### src/rtl/mem_arbiter_pkg.sv
// Shared types for the memory arbiter: FSM state encoding and requester IDs.
package mem_arb_pkg;

    typedef enum logic [1:0] {
        IDLE   = 2'b00,
        ACCESS = 2'b01,
        DONE   = 2'b10
    } state_t;

    localparam logic OWN_CORE = 1'b0;
    localparam logic OWN_DMA  = 1'b1;

endpackage

### src/rtl/mem_arbiter_arb_pick.sv
// Combinational winner select between core and DMA requests.
// MEM_ARBITER_RR_EN selects round-robin on contention; otherwise core always wins.
module arb_pick
    import mem_arb_pkg::*;
(
    input  logic core_req,
    input  logic dma_req,
`ifdef MEM_ARBITER_RR_EN
    input  logic last_owner,
`endif
    output logic grant,
    output logic valid
);

    always_comb begin
        valid = core_req | dma_req;
        grant = OWN_CORE;
        if (core_req && dma_req) begin
`ifdef MEM_ARBITER_RR_EN
            // Contention goes to whoever did not hold the previous grant.
            grant = (last_owner == OWN_CORE) ? OWN_DMA : OWN_CORE;
`else
            grant = OWN_CORE;
`endif
        end else if (dma_req) begin
            grant = OWN_DMA;
        end
    end

endmodule

### src/rtl/mem_arbiter.sv
// Single-outstanding arbiter between the core and a DMA port on one shared memory.
// Optional round-robin contention policy under MEM_ARBITER_RR_EN.
module mem_arbiter
    import mem_arb_pkg::*;
#(
    parameter int AW = 32,
    parameter int DW = 32
) (
    input  logic          clk,
    input  logic          reset,
    input  logic          core_req,
    input  logic          core_we,
    input  logic [AW-1:0] core_addr,
    input  logic [DW-1:0] core_wdata,
    output logic          core_done,
    output logic [DW-1:0] core_rdata,
    input  logic          dma_req,
    input  logic          dma_we,
    input  logic [AW-1:0] dma_addr,
    input  logic [DW-1:0] dma_wdata,
    output logic          dma_done,
    output logic [DW-1:0] dma_rdata,
    output logic          mem_en,
    output logic          mem_we,
    output logic [AW-1:0] mem_addr,
    output logic [DW-1:0] mem_wdata,
    input  logic [DW-1:0] mem_rdata,
    input  logic          mem_ready,
    output logic          busy,
    output logic          owner
);

    state_t          r_state;
    logic            r_mem_en;
    logic            r_mem_we;
    logic [AW-1:0]   r_mem_addr;
    logic [DW-1:0]   r_mem_wdata;
    logic            r_core_done;
    logic            r_dma_done;
    logic [DW-1:0]   r_core_rdata;
    logic [DW-1:0]   r_dma_rdata;
    logic            r_busy;
    logic            r_owner;
    logic            w_grant;
    logic            w_valid;
`ifdef MEM_ARBITER_RR_EN
    logic            r_last_owner;
`endif

    arb_pick u_arb_pick (
        .core_req   (core_req),
        .dma_req    (dma_req),
`ifdef MEM_ARBITER_RR_EN
        .last_owner (r_last_owner),
`endif
        .grant      (w_grant),
        .valid      (w_valid)
    );

    always_ff @(posedge clk or negedge reset) begin
        if (!reset) begin
            r_state      <= IDLE;
            r_mem_en     <= 1'b0;
            r_mem_we     <= 1'b0;
            r_mem_addr   <= '0;
            r_mem_wdata  <= '0;
            r_core_done  <= 1'b0;
            r_dma_done   <= 1'b0;
            r_core_rdata <= '0;
            r_dma_rdata  <= '0;
            r_busy       <= 1'b0;
            r_owner      <= OWN_CORE;
`ifdef MEM_ARBITER_RR_EN
            r_last_owner <= OWN_CORE;
`endif
        end else begin
            r_core_done <= 1'b0;
            r_dma_done  <= 1'b0;
            case (r_state)
                IDLE: begin
                    if (w_valid) begin
                        r_owner  <= w_grant;
`ifdef MEM_ARBITER_RR_EN
                        r_last_owner <= w_grant;
`endif
                        r_mem_en <= 1'b1;
                        r_busy   <= 1'b1;
                        if (w_grant == OWN_DMA) begin
                            r_mem_we    <= dma_we;
                            r_mem_addr  <= dma_addr;
                            r_mem_wdata <= dma_wdata;
                        end else begin
                            r_mem_we    <= core_we;
                            r_mem_addr  <= core_addr;
                            r_mem_wdata <= core_wdata;
                        end
                        r_state <= ACCESS;
                    end
                end
                ACCESS: begin
                    // Command is held from the grant; requester inputs are ignored here.
                    if (mem_ready) begin
                        if (!r_mem_we) begin
                            if (r_owner == OWN_DMA) begin
                                r_dma_rdata <= mem_rdata;
                            end else begin
                                r_core_rdata <= mem_rdata;
                            end
                        end
                        if (r_owner == OWN_DMA) begin
                            r_dma_done <= 1'b1;
                        end else begin
                            r_core_done <= 1'b1;
                        end
                        r_mem_en <= 1'b0;
                        r_busy   <= 1'b0;
                        r_state  <= DONE;
                    end
                end
                DONE: begin
                    r_state <= IDLE;
                end
                default: begin
                    r_state <= IDLE;
                end
            endcase
        end
    end

    assign mem_en     = r_mem_en;
    assign mem_we     = r_mem_we;
    assign mem_addr   = r_mem_addr;
    assign mem_wdata  = r_mem_wdata;
    assign core_done  = r_core_done;
    assign dma_done   = r_dma_done;
    assign core_rdata = r_core_rdata;
    assign dma_rdata  = r_dma_rdata;
    assign busy       = r_busy;
    assign owner      = r_owner;

endmodule

### config.mk
export PLATFORM = sky130hd
export DESIGN_NAME = mem_arbiter
export DESIGN_NICKNAME = d
export VERILOG_FILES = /design/src/rtl/mem_arbiter_pkg.sv /design/src/rtl/mem_arbiter_arb_pick.sv /design/src/rtl/mem_arbiter.sv
export SDC_FILE = /design/constraint.sdc
export NUM_CORES = 1
export LEC_CHECK = 0
export ABC_CLOCK_PERIOD_IN_PS = 3200
export CORE_UTILIZATION = 43
export DETAILED_ROUTE_END_ITERATION = 16
export PLACE_DENSITY = 0.87
export SETUP_SLACK_MARGIN = 0.5
export SYNTH_ARGS = -nofsm -noshare
export SYNTH_HDL_FRONTEND = slang
export SYNTH_HIERARCHICAL = 1
export SYNTH_SLANG_ARGS = --single-unit
export TNS_END_PERCENT = 50
### constraint.sdc
create_clock -name clk -period 3.2 [get_ports clk]
set_input_delay 0.8 -clock clk [delete_from_list [all_inputs] [get_ports clk]]
set_output_delay 0.8 -clock clk [all_outputs]
set_load 0.005 [all_outputs]
---- Word level (Yosys, flattened, before mapping) ----
Cells that the tools add are included.
word-level totals
  register bits after elaboration ......... 135
  output and inout bits ................... 134
  word-level logic and storage cells ...... 41
cells by class
  equality and inequality tests ........... 3
  multiplexer cells ....................... 17
  bitwise gates (word level) .............. 3
  reduce and logical (&&, ||, !) cells .... 8
operators with widths
  kind                  number
  $mux W32              2
  $mux W1               11
  $reduce_and A4 Y1     2
  $mux W2               2
  $pmux W2 S2           1
  $reduce_and A2 Y1     2
  $reduce_and A3 Y1     1
  $eq A2 B1 Y1 const B  1
  $logic_not A2 Y1      1
  $ne A2 B1 Y1 const B  1
  $ne A2 B2 Y1 const B  1
  $not A1 Y1            2
  $pmux W1 S2           1
  $reduce_bool A2 Y1    1
  $logic_and A1 B1 Y1   1
  $or A1 B1 Y1          1

---- Logic depth before layout (Yosys ltp) ----
  depth after elaboration ................. 3
  depth in mapped cells ................... 6

---- Hierarchy ----
The synthesis kept the hierarchy.
by module, submodules not included
  module       times used  cells an instance  area an instance (um^2)  sequential area each (um^2)
  mem_arbiter  1           434                5704.2                   3378.2
  arb_pick     1           2                  12.5                     0.0

---- Worst setup path before layout ----
Ideal clock, no wire load.
  kind .................................... input port to flip-flop
  start ................................... input dma_req
  end ..................................... register r_mem_addr[30], in the netlist mem_addr[30]
  library setup time ...................... 0.126 ns
  data arrival time ....................... 1.727 ns
  required time ........................... 3.074 ns
  setup slack ............................. 1.347 ns
  stages on the path ...................... 6
  path buffers ............................ 3
  cells stage by stage .................... nor2b_1 > clkbuf_1 > buf_4 > buf_2 > mux2i_1 > a21oi_1
on the way
  cells in the longest elaborated chain, start to end .. 3
  elaborated cells between the ends (all ways) .. 6
  those cells by class .................... mux (3); bitwise (1); reduce/logical (2)
ends and longest elaborated chain
  item                                            line                                                    source
  from (decl)                                     mem_arbiter.sv:17                                       input logic dma_req,
  $mux W1 or $logic_and A1 B1 Y1 (tied branches)  mem_arbiter_arb_pick.sv:25, mem_arbiter_arb_pick.sv:18
  $mux W1                                         mem_arbiter_arb_pick.sv:18                              if (core_req && dma_req) begin
  $mux W32                                        mem_arbiter.sv:88                                       if (w_grant == OWN_DMA) begin
  to (signal assigned)                            mem_arbiter.sv:90                                       r_mem_addr <= dma_addr;
  to (signal assigned)                            mem_arbiter.sv:94                                       r_mem_addr <= core_addr;
  to (decl)                                       mem_arbiter.sv:36                                       logic [AW-1:0] r_mem_addr;
Parallel ways exist; a longest one is shown, timed or not.
A chain may end at the register's enable or synchronous reset.

---- Worst setup path after layout ----
  start ................................... register r_owner, in the netlist owner
  end ..................................... output owner
RTL lines
  item                    line               source
  from (decl)             mem_arbiter.sv:43  logic r_owner;
  from (signal assigned)  mem_arbiter.sv:82  r_owner <= w_grant;
  to (decl)               mem_arbiter.sv:30  output logic owner
No word-level cell between the ends.

==> out/results.ini <==
[run_status]
status=completed

[timing]
post-route-period-util=0.7225
maxSlewViolCount=0
rsz0062_at_grt=false
fin_crit_ns=2.312
tightest_slew_ns=0.6860
final_hold_viol_count=0
relSlewSlack=0.5417
max_freq_mhz=432.5
finalSetupViolations=0
finalSetupTns_ns=0
clock_skew_ns=0.005670

[synth]
ys_seq_area_frac=0.5909
syn_nets=603
avgSynthCellArea_um2=13.11
syn-cell-area_mm2=0.005717
synth_cells=436
synth_warnings=6
yosys.cell_types.count=21
synth-seq-cells=135
synth_top_area_cell=dfrtp_1
synth_area_leaders=dfrtp_1 (59%), mux2i_1 (11%), mux2_4 (7.9%)
yosysTopAreaCellShare=0.5909

[final_layout]
n_antenna_cell=0
final_nets=909
drive_above_1_share=0.1550
layout_common_cells=clkdlybuf4s50_1 (299), dfrtp_1 (135), nor2_1 (67)
n_fill_cell=820
layout_commonest_cell=clkdlybuf4s50_1
synthToLayoutAreaGrowth_pct=66.49

[cts]
hold_buffers=0
path_clk_slew_ns=0.06
cts_tree=done
clock_latency_ns=0.41
ctsLongestPathBuffers=2
ctsResizeCount=0
clockRootBuffer=clkbuf_16
htreeDepth=4
clock_sinks=135
numCtsBuffers=17
postCtsSetupRepairBufs=0

[worst_setup_path]
critPathKind=flop to primary output
required_ns=2.40
path_buf_inv=1
critPathArrivalTime_ns=1.51
path_cells=clkdlybuf4s50_1
crit_path_max_incr_delay_ns=0.58
slowest_stage=clkdlybuf4s50_1
cp_top_family=buffers and inverters
crit_path_max_fanout=6
crit_path_start_kind=flop
critPathCaptureType=primary output

[global_route]
grt_start_max_net_pins=105
met1_usage=0.2773
gr-usage-all-layers=0.2564
gr-usage-met2=0.4660
busiest_layer=met2
overflow=0
antenna_found_initial=0
grt_pass1_wl_um=27050
use_met3=0.06372
grt_pass1_vias=5131

[power]
clockPowerShare=0.226
seq_power_share=0.366
switchingPower_uw=2436
cellPowerDensity_mw_per_mm2=880.8
comb_power_share=0.409
p_int_uw=5947
leakagePower_uw=0.004063
power_uw=8383
switching_share=0.2906
max-vdd-ir-drop_mv=0.4086

[floorplan]
initial_utilization=0.4475
dieArea_mm2=0.01376
rows=41
coreArea_mm2=0.01277
die_w_um=117.3
fp.dieH_um=117.3
num_io_pins=301

[drt]
drt_first_pass_iters=4
avgViaCountPerCell=5.010
wire_per_inst_um=18.22
num_vias=4644
ant_nets=0
initialDrtViolationCount=179
finalWirelength_um=16890
drc=0

[place]
gp_congestion=0.8461
io_buffers=300
place_hpwl_um=12420

[job]
drv_cap=0

[min_path]
hold_class=primary input to asynchronous set/reset pin

-- registers in the layout, indices dropped and copies added, names as in the netlist --
| signal | flops |
|---|---|
| mem_we | 1 |
| mem_addr | 32 |
| core_rdata | 32 |
| mem_wdata | 32 |
| core_done | 1 |
| dma_rdata | 32 |
| busy | 1 |
| owner | 1 |
| r_state | 2 |
| dma_done | 1 |
-- cells in the mapped netlist, drive strengths merged --
master	count
a211oi	1
a21o	1
a21oi	65
and2	1
buf	23
clkbuf	6
dfrtp	135
inv	1
mux2	65
mux2i	65
nand3b	2
nor2	67
nor2b	1
nor3	1
nor3b	1
or2	1
-- power by group through the flow --
stage	clock network [µW]	registers (µW)	logic [µW]
4_1_cts	1930	3070	3470
2_1_floorplan	0	3080	1120
6_report	1890	3070	3420
3_3_place_gp	0	3020	3330
3_5_place_dp	0	3070	3430
5_1_grt	2010	3170	3650
-- layout make-up --
type,count,area (µm²),area share
clock buffers,19,442.9,0.04654
clock inverters,13,136.4,0.01433
flip-flops and latches,135,3378,0.3549
repair buffers,316,3162,0.3322
well taps,172,215.2,0.02261
multi-input cells,271,2180,0.2290
inverters,1,3.754,0.0003944
-- through the flow --
| step | std cells | setup slack (ns) | hold WS [ns] | cell area (µm²) | utilization |
|---|---|---|---|---|---|
| 3_3_place_gp | 895 | 0.5885 | 0.4807 | 8939 | 0.6998 |
| 2_1_floorplan | 436 | 1.347 | 0.4470 | 5717 | - |
| 5_1_grt | 927 | 0.8175 | 0.3886 | 9518 | 0.7451 |
| 6_report | 927 | 0.8881 | 0.3574 | 9518 | 0.7451 |
| 4_1_cts | 927 | 0.8531 | 0.3747 | 9518 | 0.7451 |
| 3_5_place_dp | 895 | 0.5030 | 0.4805 | 8939 | 0.6998 |
-- per-layer routing --
metal  part of all wire  vias up
met5                  0        -
met4              0.030        0
met3              0.053       42
met2               0.53      194
met1               0.38     2268
li1                   -     2140
-- worst paths after layout --
kind                       depth (start not counted)                          to  slack (ns)                 startpoint
max reg2reg                                        4  core_rdata[29]$_DFFE_PN0P_        1.56     r_state[1]$_DFFE_PN0P_
max in group asynchronous                          2    dma_rdata[9]$_DFFE_PN0P_        2.01                      reset
min reg2reg                                        1   core_rdata[6]$_DFFE_PN0P_        0.49  core_rdata[6]$_DFFE_PN0P_
min in group clk                                   1   core_rdata[6]$_DFFE_PN0P_        0.49  core_rdata[6]$_DFFE_PN0P_
max                                                1                       owner        0.89          owner$_DFFE_PN0P_
min                                                1    mem_wdata[6]$_DFFE_PN0P_        0.36                      reset
-- kinds of logic (layout without fill, tap and decap cells) --
group,Yosys count,after routing,synth area share
compound gates,67,67,0.05953
simple gates,74,74,0.05778
flops,135,135,0.5909
mux,130,130,0.2615
buf+inv,30,349,0.03020
(Power assumes the default switching activity.)
